[config.mk]
export PLATFORM = sky130hd
export DESIGN_NAME = ppt_reg_arbiter
export DESIGN_NICKNAME = d
export VERILOG_FILES = /design/src/rtl/ppt_reg_arbiter.sv
export SDC_FILE = /design/constraint.sdc
export NUM_CORES = 1
export LEC_CHECK = 0
export BUFFER_PORTS_ARGS = -buffer_cell sky130_fd_sc_hd__buf_2
export CAP_MARGIN = 5
export CORE_MARGIN = 4
export CORE_UTILIZATION = 58
export CTS_CLUSTER_DIAMETER = 60
export DETAILED_ROUTE_END_ITERATION = 10
export PLACE_DENSITY = 0.86
export SLEW_MARGIN = 10
export SYNTH_ARGS = -nofsm -noshare
export SYNTH_HDL_FRONTEND = slang
export SYNTH_SLANG_ARGS = --single-unit
[constraint.sdc]
create_clock -name clk -period 2.8 [get_ports clk]
set_input_delay 0.28 -clock clk [delete_from_list [all_inputs] [get_ports clk]]
set_output_delay 0.28 -clock clk [all_outputs]
set_load 0.005 [all_outputs]
[src/rtl/ppt_reg_arbiter.sv]
// Configuration register bank shared by the I2C host port (SCL domain) and the local core.
// Host writes are synchronised and buffered; a two-state FSM round-robins the single access port.
module ppt_reg_arbiter #(
    parameter int unsigned ADDR_W      = 3,
    parameter int unsigned DATA_W      = 8,
    parameter int unsigned SYNC_STAGES = 2
) (
    input  logic                             clk,
    input  logic                             rst_n,
    input  logic                             h_wr,
    input  logic [7:0]                       h_addr,
    input  logic [DATA_W-1:0]                h_wdata,
    output logic [DATA_W-1:0]                h_rdata,
    input  logic                             c_req,
    input  logic                             c_we,
    input  logic [ADDR_W-1:0]                c_addr,
    input  logic [DATA_W-1:0]                c_wdata,
    output logic                             c_gnt,
    output logic                             c_rvalid,
    output logic [DATA_W-1:0]                c_rdata,
    output logic [DATA_W*(2**ADDR_W)-1:0]    cfg_flat,
    output logic                             busy,
    output logic                             host_ovr,
    output logic                             host_drop
);
    localparam int unsigned Depth = 2 ** ADDR_W;

    typedef enum logic {StIdle, StAccess} state_e;

    logic [SYNC_STAGES-1:0] sync_q;
    logic                   edge_q;
    logic                   h_rise, h_in_range, h_capture;

    logic                   pend_q, pend_d;
    logic [ADDR_W-1:0]      pend_addr_q, pend_addr_d;
    logic [DATA_W-1:0]      pend_wdata_q, pend_wdata_d;
    logic                   ovr_q, ovr_d;
    logic                   drop_q, drop_d;

    state_e                 state_q, state_d;
    logic                   win_host_q, win_host_d;
    logic                   last_host_q, last_host_d;
    logic                   host_acc, core_acc;

    logic [DATA_W-1:0]      bank_q [Depth];
    logic                   we;
    logic [ADDR_W-1:0]      waddr;
    logic [DATA_W-1:0]      wdata;
    logic [DATA_W-1:0]      h_rdata_q, c_rdata_q;
    logic                   c_rvalid_q;

    assign h_rise     = sync_q[SYNC_STAGES-1] & ~edge_q;
    assign h_in_range = (h_addr >> ADDR_W) == '0;
    assign h_capture  = h_rise & h_in_range;

    assign host_acc = (state_q == StAccess) &  win_host_q;
    assign core_acc = (state_q == StAccess) & ~win_host_q;

    always_comb begin
        pend_d       = pend_q;
        pend_addr_d  = pend_addr_q;
        pend_wdata_d = pend_wdata_q;
        ovr_d        = ovr_q;
        drop_d       = drop_q;
        if (h_rise && !h_in_range) begin
            drop_d = 1'b1;
        end
        // A fresh capture beats the commit of the old entry in the same cycle.
        if (h_capture) begin
            if (pend_q && !host_acc) begin
                ovr_d = 1'b1;
            end
            pend_d       = 1'b1;
            pend_addr_d  = h_addr[ADDR_W-1:0];
            pend_wdata_d = h_wdata;
        end else if (host_acc) begin
            pend_d = 1'b0;
        end
    end

    always_comb begin
        state_d     = state_q;
        win_host_d  = win_host_q;
        last_host_d = last_host_q;
        unique case (state_q)
            StIdle: begin
                if (pend_q || c_req) begin
                    state_d     = StAccess;
                    win_host_d  = pend_q && (!c_req || !last_host_q);
                    last_host_d = win_host_d;
                end
            end
            StAccess: state_d = StIdle;
            default:  state_d = StIdle;
        endcase
    end

    always_comb begin
        we    = host_acc | (core_acc & c_we);
        waddr = host_acc ? pend_addr_q : c_addr;
        wdata = host_acc ? pend_wdata_q : c_wdata;
    end

    always_ff @(posedge clk or negedge rst_n) begin
        if (!rst_n) begin
            sync_q       <= '0;
            edge_q       <= 1'b0;
            pend_q       <= 1'b0;
            pend_addr_q  <= '0;
            pend_wdata_q <= '0;
            ovr_q        <= 1'b0;
            drop_q       <= 1'b0;
            state_q      <= StIdle;
            win_host_q   <= 1'b0;
            last_host_q  <= 1'b0;
        end else begin
            sync_q       <= {sync_q[SYNC_STAGES-2:0], h_wr};
            edge_q       <= sync_q[SYNC_STAGES-1];
            pend_q       <= pend_d;
            pend_addr_q  <= pend_addr_d;
            pend_wdata_q <= pend_wdata_d;
            ovr_q        <= ovr_d;
            drop_q       <= drop_d;
            state_q      <= state_d;
            win_host_q   <= win_host_d;
            last_host_q  <= last_host_d;
        end
    end

    always_ff @(posedge clk or negedge rst_n) begin
        if (!rst_n) begin
            for (int unsigned i = 0; i < Depth; i++) begin
                bank_q[i] <= '0;
            end
        end else if (we) begin
            bank_q[waddr] <= wdata;
        end
    end

    always_ff @(posedge clk or negedge rst_n) begin
        if (!rst_n) begin
            h_rdata_q  <= '0;
            c_rvalid_q <= 1'b0;
            c_rdata_q  <= '0;
        end else begin
            h_rdata_q  <= h_in_range ? bank_q[h_addr[ADDR_W-1:0]] : '0;
            c_rvalid_q <= core_acc & ~c_we;
            if (core_acc && !c_we) begin
                c_rdata_q <= bank_q[c_addr];
            end
        end
    end

    for (genvar gi = 0; gi < Depth; gi++) begin : g_cfg
        assign cfg_flat[gi*DATA_W +: DATA_W] = bank_q[gi];
    end

    assign h_rdata   = h_rdata_q;
    assign c_gnt     = core_acc;
    assign c_rvalid  = c_rvalid_q;
    assign c_rdata   = c_rdata_q;
    assign busy      = (state_q == StAccess) | pend_q;
    assign host_ovr  = ovr_q;
    assign host_drop = drop_q;

endmodule

**Word-level counts from Yosys, hierarchy flattened**

Index checks and enable logic that the tools add are counted.

- Register bits after elaboration: 100
- Bits of input ports: 32
- Output and inout port bits: 85
- Word-level logic and storage cells: 71

- $lt $le $gt $ge: 4
- Muxes and demuxes: 16
- Bitwise gates (word level): 15
- Reduce and logical (&&, ||, !) cells: 16

Operators with widths:

| cell | count |
|---|---|
| $bwmux W64 | 1 |
| $mux W8 | 7 |
| $bmux W8 S3 | 2 |
| $demux W8 S3 | 1 |
| $ge A4 B4 Y1 const B | 3 |
| $not A3 Y4 | 3 |
| $logic_not A8 Y1 | 1 |
| $and A1 B1 Y1 | 6 |
| $logic_and A1 B1 Y1 | 5 |
| $logic_not A1 Y1 | 5 |
| $lt A4 B1 Y1 const B | 1 |
| $not A1 Y1 | 4 |
| $reduce_and A2 Y1 | 2 |
| $mux W1 | 3 |
| $mux W3 | 1 |
| $logic_or A1 B1 Y1 | 2 |
| $or A1 B1 Y1 | 2 |
| $pmux W1 S2 | 1 |
| $reduce_bool A2 Y1 | 1 |

**Logic depth before layout (Yosys ltp)**

Gate-level depths: netlist of run 1.

- Depth after elaboration: 8
- Depth in mapped cells: 7
- Mapped depth without buffers: 5

**Least setup slack after synthesis of run 1**

Ideal clock, no wire load.

- Path kind: flip-flop to flip-flop
- From: register last_host_q (netlist name)
- To: register bank_q, in the netlist cfg_flat[24]
- Arrival time: 1.498 ns
- Required time: 2.675 ns
- Path slack: 1.177 ns
- Cell stages (with the launch flop): 6
- Cells stage by stage: dfrtp_1 > buf_4 > nand3b_1 > a21o_1 > nor2_2 > mux2_2

RTL lines:

| what | RTL line | RTL |
|---|---|---|
| end signal: indexed assignment | 136 | `bank_q[waddr] <= wdata;` |
| end: declaration | 45 | `logic [DATA_W-1:0] bank_q [Depth];` |

==> results.cfg, run 1 <==
[power]
pwr-share-seq = 0.480
power_switching_uw = 1750
powerDensity_mw_per_mm2 = 904.7
clkPwrFrac = 0.181
intPower_uw = 3431
ir_drop_mv = 0.5506
leakage_uw = 0.002862
sw_frac_of_total = 0.3377
power_uw = 5181
combPwrFrac = 0.339

[synthesis]
postSynth.asyncResetShare = 1.000
synth.top_cell.area_share = 0.5177
synth_xor_area_frac = 0
synth_fp_nets = 381
yosys-top-cells-area = dfrtp_1 (52%), mux2_2 (19%), mux2i_1 (8.3%)
ys_seq_area_frac = 0.5177
synth-compound-area-share = 0.04323
avgSynthCellArea_um2 = 13.85
ys.flop_type = dfrtp_1
synth_edf_count = 0
ys_ff_latch = 100
synth.distinct_cells = 32
synth-simple-area-share = 0.06549
syn_inst = 349
synth_warnings = 0
synth_top_family_by_area = multiplexers
synth-adder-area-share = 0
yosysTopAreaCell = dfrtp_1
synthMuxAreaShare = 0.3508
synth_area_mm2 = 0.004833

[layout]
final_cell_mix = buf_2 (115), dfrtp_1 (100), mux2_2 (83), mux2i_1 (40), nand2_1 (19)
fill_cells = 605
stdcell_count = 576
antenna_cells = 0
final_area_mm2 = 0.005727
post-route-util = 0.7005
drive_gt1_frac = 0.5244
final_common_cell = buf_2
multiInputGateArea_mm2 = 0.002221
area_growth_pct = 18.48
fin_nets = 498
regArea_mm2 = 0.002502

[timing]
setup_tns_ns = 0
timing.final.max_slew_violations = 0
fin_crit_sh = 0.7438
setup-violations-final = 0
fin_crit_ns = 2.083
fmax_mhz = 480.1
relSlewSlack = 0.4864
finClkSkew_ns = 0.01499
worst_pin_slew_ns = 0.7696
rsz0062_at_grt = false
final-hold-violation-count = 0

[detailed_routing]
final_antenna_net_count = 0
routed_via_density = 6.061
firstDrtPassIters = 5
drc_errors = 0
wire_per_inst_um = 21.91
num_vias = 3491
drt_iter0_markers = 241
routed_wl_um = 12620

[global_route]
grt_pass1_wl_um = 19750
grt-ovfl-total = 0
first_global_vias = 3488
antenna_found_initial = 0
grt_max_degree = 55
gr-usage-all-layers = 0.2664

[setup_path]
critPathLaunchType = flip-flop
critPathMaxFanout = 11
cp.arrival_ns = 2.33
required_ns = 3.05
setup.worst_path.end_class = flip-flop
path_class = reg -> reg

[floorplan]
core_area_mm2 = 0.008175
dieArea_mm2 = 0.009858
start_util = 0.5912
dieWidth_um = 99.29
core.rowCount = 33
ioPinCount = 117
die_h_um = 99.29

[cts]
clockBufferDepth = 2
clock-sinks = 100
clk_pin_slew_ns = 0.09
cts-buffers-inserted = 9
worst_skew_pair.late_latency_ns = 0.37
cts_tree = done
cts_root_buf = clkbuf_8
cts-htree-levels = 3

[placed_design]
hpwl_um = 8520
globalplace.congestion = 0.8396
postPlaceCellArea_mm2 = 0.005514
io_buffers = 116
placed_cells = 559

[run]
drv_cap = 0

[worst_hold_path]
min_path_type = in -> reg

[status]
outcome = finished clean
-- sequential cells by signal, indices dropped and copies added (netlist names) --
signal and cells:
c_rdata 8, host_drop 1, last_host_q 1, cfg_flat 64, h_rdata 8, sync_q 2
host_ovr 1, edge_q 1, state_q 1, pend_wdata_q 8, pend_addr_q 3, pend_q 1
c_rvalid 1
-- cell usage after synthesis (all sizes together) (3+ instances only) --
master,number
a21o,3
a21oi,3
a22oi,16
buf,16
dfrtp,100
mux2,83
mux2i,40
mux4,16
nand2,19
nand2b,3
nand3,8
nor2,16
nor2b,4
-- critical path, cell delays in order, from the launching register on --
cell,delay (ns)
dfrtp_1,0.48
nand2_1,0.35
a21oi_1,0.18
nor2_2,0.55
mux2_2,0.41
-- routing by layer --
metal	vias up	global-route usage	share of wire
met2	193	0.4174	0.47
met3	22	0.05820	0.095
met1	1745	0.3718	0.41
met4	0	0.09349	0.023
met5	-	0	0
li1	1531	-	-
-- cell families after synthesis --
kind of cell | count (synthesis)
and+or+nand+nor | 61
AOI/OAI and AO/OA | 28
buffers and inverters | 21
DFF | 100
muxes | 139
-- timing repair --
action,CTS,global route
hold buffers,1,0
setup buffers,0,0
hold endpoints to repair,53,0
resized for setup,0,0
-- layout make-up --
class                           instances  area share
Clock buffer                           11     0.02469
Timing Repair Buffer                  124      0.1149
Multi-Input combinational cell        228      0.3878
Sequential cell                       100      0.4370
Tap cell                              105     0.02294
Clock inverter                          5     0.01071
Inverter                                3    0.001966
-- power by group through the flow --
stage / clock network (uW) / logic [uW] / registers [uW]
after global placement: 0 / 1710 / 2450
after detailed placement: 0 / 1770 / 2490
final: 937 / 1760 / 2490
after global routing: 1010 / 1920 / 2560
after floorplan: 0 / 1020 / 2390
after CTS: 939 / 1780 / 2460
-- final timing paths --
| check | startpoint | to | slack [ns] | cells after the start |
|---|---|---|---|---|
| max in group asynchronous | rst_n | pend_wdata_q[2]$_DFFE_PN0P_ | 1.62 | 3 |
| min in group asynchronous | rst_n | h_rdata[0]$_DFF_PN0_ | 0.49 | 2 |
| worst max-delay path | last_host_q$_DFFE_PN0P_ | cfg_flat[40]$_DFFE_PN0P_ | 0.72 | 4 |
| worst max register to register | last_host_q$_DFFE_PN0P_ | cfg_flat[40]$_DFFE_PN0P_ | 0.72 | 4 |
| worst min register to register | sync_q[0]$_DFF_PN0_ | sync_q[1]$_DFF_PN0_ | 0.35 | 0 |
| worst min-delay path | h_wr | sync_q[0]$_DFF_PN0_ | 0.03 | 1 |
-- through the flow --
stage	hold WS, ns	setup WS [ns]
after floorplan	-0.01559	1.177
after global placement	0.3341	0.8073
after detailed placement	0.3386	0.7377
after CTS	0.01453	0.7031
after global routing	0.004722	0.6039
final	0.02551	0.7173
No activity file was read; power rests on OpenSTA's default activity.
==> run 2, diff against run 1 <==
--- a/config.mk
+++ b/config.mk
@@ -8,10 +8,10 @@
 export BUFFER_PORTS_ARGS = -buffer_cell sky130_fd_sc_hd__buf_2
 export CAP_MARGIN = 5
 export CORE_MARGIN = 4
-export CORE_UTILIZATION = 58
+export CORE_UTILIZATION = 54
 export CTS_CLUSTER_DIAMETER = 60
 export DETAILED_ROUTE_END_ITERATION = 10
-export PLACE_DENSITY = 0.86
+export PLACE_DENSITY = 0.8
 export SLEW_MARGIN = 10
 export SYNTH_ARGS = -nofsm -noshare
 export SYNTH_HDL_FRONTEND = slang
==> constraint.sdc (replaced) <==
create_clock -name clk -period 2.05 [get_ports clk]
set_input_delay 0.205 -clock clk [delete_from_list [all_inputs] [get_ports clk]]
set_output_delay 0.205 -clock clk [all_outputs]
set_load 0.005 [all_outputs]
==> results.cfg, run 2 (synthesis results as in run 1) <==
[worst_hold_path]
holdPathStages = 2
min_path_type = in -> reg
hold_path_end = last_host_q$_DFFE_PN0P_
hp-start = c_req

[cts]
clockBufferDepth = 2
cts-htree-levels = 3
cts-buffers-inserted = 9
worst_skew_pair.late_latency_ns = 0.36
cts_root_buf = clkbuf_8
cts_tree = done
clock-sinks = 100
clk_pin_slew_ns = 0.10

[detailed_routing]
drt_iter0_markers = 115
drc_errors = 0
final_antenna_net_count = 0
wire_per_inst_um = 21.67
firstDrtPassIters = 5
num_vias = 3597
routed_wl_um = 12940
routed_via_density = 6.025

[global_route]
first_global_vias = 3622
grt-ovfl-total = 0
gr-usage-all-layers = 0.2530
grt_max_degree = 64
antenna_found_initial = 0
grt_pass1_wl_um = 19670

[layout]
final_common_cell = buf_2
multiInputGateArea_mm2 = 0.002221
area_growth_pct = 22.26
regArea_mm2 = 0.002502
largest_reg_flops = 64
fin_nets = 517
drive_gt1_frac = 0.5419
fill_cells = 639
final_cell_mix = buf_2 (115), dfrtp_1 (100), mux2_2 (83), mux2i_1 (40), buf_4 (22)
antenna_cells = 0

[setup_path]
path_class = reg -> reg
worst_path_max_delay_cell = dfrtp_1
timing.rr.end = cfg_flat[46]$_DFFE_PN0P_
r2r_cells = 4
worst-r2r-setup-slack_ns = 0.18
required_ns = 2.29
worstReg2RegStart = last_host_q$_DFFE_PN0P_
critPathLaunchType = flip-flop
max_stage_delay_ns = 0.48
path_cells = nand2_1 -> buf_4 -> mux2_2 -> mux2_2
cp.arrival_ns = 2.11
cp_common_cell = mux2_2
critPathMaxFanout = 11
setup.worst_path.end_class = flip-flop

[timing]
final-hold-violation-count = 0
fmax_mhz = 534.9
timing.final.max_slew_violations = 0
worst_pin_slew_ns = 0.4807
setup_tns_ns = 0
hold_slack_ns = 0.05130
finClkSkew_ns = 0.01162
fin_crit_sh = 0.9119
fin_crit_ns = 1.869
setup-violations-final = 0
relSlewSlack = 0.6796
rsz0062_at_grt = false

[floorplan]
start_util = 0.5542
dieWidth_um = 102.6
die_h_um = 102.6
core.rowCount = 34
dieArea_mm2 = 0.01053
ioPinCount = 117
core_area_mm2 = 0.008721

[placed_design]
globalplace.congestion = 0.8015
io_buffers = 116
hpwl_um = 9148

[run]
drv_cap = 0

[power]
leakage_uw = 0.002979
ir_drop_mv = 0.6738
powerDensity_mw_per_mm2 = 1203

[status]
outcome = finished clean
[run 2: cell count changes in the layout (fill, tap and decap cells not counted), sizes merged]
cell	change
inv	+1
clkinv	+2
clkinvlp	-3
clkbuf	-1
buf	+18
dlygate4sd3	+1
[run 2: per-stage QoR]
step | setup WS, ns | utilization | std cells | power [uW] | area (um2)
finish | 0.1806 | 0.6776 | 597 | 7111 | 5909
global route | 0.09814 | 0.6776 | 597 | 7553 | 5909
CTS | 0.1941 | 0.6776 | 597 | 7147 | 5909
detailed placement | 0.2165 | 0.6525 | 580 | 5868 | 5690
global placement | 0.2701 | 0.6525 | 580 | 5731 | 5690
floorplan | 0.4275 | - | 349 | 4659 | 4833
[run 2: area by class of cell]
cell class              instances  area share
multi-input cells             228      0.3758
repair buffers                143      0.1423
inverters                       3    0.001906
clock inverters                 5     0.01037
clock buffers                  10     0.02329
flip-flops and latches        100      0.4235
well taps                     108     0.02287
[run 2: worst max-delay path: cells and delay by family (launching register included)]
kind          cells  cell delay, ns
flops             1            0.48
simple gates      1            0.27
buf+inv           1            0.27
mux               2            0.73
[run 2: where the power goes]
part / switching (uW) / total [uW] / internal (uW)
Clock: 682 / 1280 / 598
Sequential: 712 / 3370 / 2660
Combinational: 995 / 2460 / 1460
Total: 2390 / 7110 / 4720
[run 2: what timing repair did]
action / 4_1_cts / 5_1_grt
hold buffers: 2 / 0
setup endpoints to repair: 0 / 0
gates resized for setup: 0 / 0
setup buffers: 0 / 0
endpoints found under the hold margin: 21 / 0
[run 2: per-layer routing]
metal	vias to the layer above	wire, um	GRT usage
li1	1556	-	-
met1	1838	5147	0.3371
met2	172	6432	0.4201
met3	31	1000	0.04195
met4	0	354	0.09284
met5	-	0	0
[run 2: how the worst max path moves through the flow]
stage	from	slack, ns	endpoint	cells after the start
after floorplan	last_host_q$_DFFE_PN0P_	0.43	cfg_flat[24]$_DFFE_PN0P_	5
after global placement	last_host_q$_DFFE_PN0P_	0.27	cfg_flat[49]$_DFFE_PN0P_	5
after detailed placement	last_host_q$_DFFE_PN0P_	0.22	cfg_flat[24]$_DFFE_PN0P_	4
after CTS	last_host_q$_DFFE_PN0P_	0.19	cfg_flat[24]$_DFFE_PN0P_	4
after global routing	last_host_q$_DFFE_PN0P_	0.1	cfg_flat[46]$_DFFE_PN0P_	4
final	last_host_q$_DFFE_PN0P_	0.18	cfg_flat[46]$_DFFE_PN0P_	4
==> run 3, diff against run 2 <==
--- a/config.mk
+++ b/config.mk
@@ -12,6 +12,7 @@
 export CTS_CLUSTER_DIAMETER = 60
 export DETAILED_ROUTE_END_ITERATION = 10
 export PLACE_DENSITY = 0.8
+export SETUP_SLACK_MARGIN = 0.5
 export SLEW_MARGIN = 10
 export SYNTH_ARGS = -nofsm -noshare
 export SYNTH_HDL_FRONTEND = slang
==> results.cfg, run 3 (synthesis results as in run 1) <==
[power]
intPower_uw = 5304
ir_drop_mv = 0.7865
leakage_uw = 0.003288
sw_frac_of_total = 0.3357
pwr-share-seq = 0.431
clkPwrFrac = 0.192
powerDensity_mw_per_mm2 = 1244
power_switching_uw = 2681
combPwrFrac = 0.377
power_uw = 7986

[floorplan]
dieArea_mm2 = 0.01053
core.rowCount = 34
die_h_um = 102.6
start_util = 0.5542
dieWidth_um = 102.6
ioPinCount = 117
core_area_mm2 = 0.008721

[cts]
cts-buffers-inserted = 9
cts_tree = done
clk_pin_slew_ns = 0.09
clock-sinks = 100
cts-htree-levels = 3
clockBufferDepth = 2
worst_skew_pair.late_latency_ns = 0.37
cts_root_buf = clkbuf_8

[worst_hold_path]
min_path_type = in -> reg
holdPathStages = 2
hp-start = h_wdata[0]

[layout]
post-route-util = 0.7363
final_area_mm2 = 0.006421
multiInputGateArea_mm2 = 0.002555
antenna_cells = 0
largest_reg_flops = 64
regArea_mm2 = 0.002505
area_growth_pct = 32.85
fin_nets = 527
fill_cells = 535
drive_gt1_frac = 0.5920
final_common_cell = buf_2
final_cell_mix = buf_2 (114), dfrtp_1 (98), mux2_4 (46), mux2i_1 (40), mux2_2 (37)

[placed_design]
hpwl_um = 8940
postPlaceCellArea_mm2 = 0.005609
io_buffers = 116
globalplace.congestion = 0.8098

[setup_path]
critPathBufInv = 1
path_cells = nand3b_1 -> a21o_4 -> o21bai_4 -> buf_12 -> mux2_4
max_stage_delay_ns = 0.48
r2r_cells = 5
crit_family = flip-flops
crit_start = last_host_q$_DFFE_PN0P_
setup.worst_path.end_class = flip-flop
cp.arrival_ns = 1.96
required_ns = 2.31
path_class = reg -> reg
critPathLaunchType = flip-flop
worstReg2RegStart = last_host_q$_DFFE_PN0P_
critPathMaxFanout = 8
worst_path_max_delay_cell = dfrtp_2
cp.depth = 5

[timing]
finClkSkew_ns = 0.006660
fin_crit_ns = 1.700
rsz0062_at_grt = true
fmax_mhz = 588.3
worst_pin_slew_ns = 0.6163
setup-violations-final = 0
timing.final.max_slew_violations = 0
relSlewSlack = 0.5891
final-hold-violation-count = 0
fin_crit_sh = 0.8291
hold_slack_ns = 0.06100
setup_tns_ns = 0

[detailed_routing]
num_vias = 3674
drt_iter0_markers = 245
routed_wl_um = 14690
firstDrtPassIters = 5
wire_per_inst_um = 24.17
final_antenna_net_count = 0
routed_via_density = 6.043
drc_errors = 0

[global_route]
grt_pass1_wl_um = 20670
grt_max_degree = 43
antenna_found_initial = 0
first_global_vias = 3705
gr-usage-all-layers = 0.2665
grt-ovfl-total = 0

[run]
drv_cap = 0

[status]
outcome = finished clean
==> run 3: changes by cell type in the layout (fill, tap and decap cells not counted), sizes merged <==
cell      delta
clkinvlp     +2
clkinv       -1
clkbuf       -1
bufinv       +2
buf          +9
==> run 3: timing repair <==
action | in CTS | in global routing
pin swaps | 5 | 7
hold buffers | 2 | 0
setup endpoints to repair | 64 | 75
buffers inserted | 13 | 5
endpoints found under the hold margin | 41 | 0
cloned | 0 | 1
resized for setup | 37 | 62
==> run 3: cell type report <==
| class | count | share of cell area |
|---|---|---|
| Tap cell | 108 | 0.02104 |
| Sequential cell | 100 | 0.3901 |
| Timing Repair inverter | 1 | 0.0007794 |
| Clock inverter | 7 | 0.01929 |
| Timing Repair Buffer | 152 | 0.1493 |
| Multi-Input combinational cell | 228 | 0.3979 |
| Inverter | 3 | 0.002338 |
| Clock buffer | 9 | 0.01929 |
==> run 3: path summary, 6_finish.rpt <==
path | to | slack (ns)
max | cfg_flat[15]$_DFFE_PN0P_ | 0.35
min | pend_wdata_q[0]$_DFFE_PN0P_ | 0.06
max reg2reg | cfg_flat[15]$_DFFE_PN0P_ | 0.35
min reg2reg | sync_q[1]$_DFF_PN0_ | 0.36
max in group asynchronous | cfg_flat[27]$_DFFE_PN0P_ | 0.89
min in group asynchronous | pend_wdata_q[6]$_DFFE_PN0P_ | 0.37
==> run 3: metal layers <==
layer  track usage  routed length, um  vias up
met5             0                  0        -
met4        0.1009                459        0
met3       0.05683               1326       35
met2        0.4359               7387      191
met1        0.3512               5519     1875
li1              -                  -     1573
==> run 3: through the flow <==
step           worst slack (ns)  instances
6_report                 0.3502        608
5_1_grt                  0.3211        608
4_1_cts                  0.4248        602
3_5_place_dp             0.1446        571
3_3_place_gp             0.2354        571
2_1_floorplan            0.4988        349
==> run 3: power by group through the flow <==
stage	registers (uW)	clock network (uW)	logic [uW]
final	3440	1530	3010
after global placement	3340	0	2380
after CTS	3360	1530	2660
after detailed placement	3390	0	2480
after floorplan	3270	0	1410
after global routing	3520	1630	3260
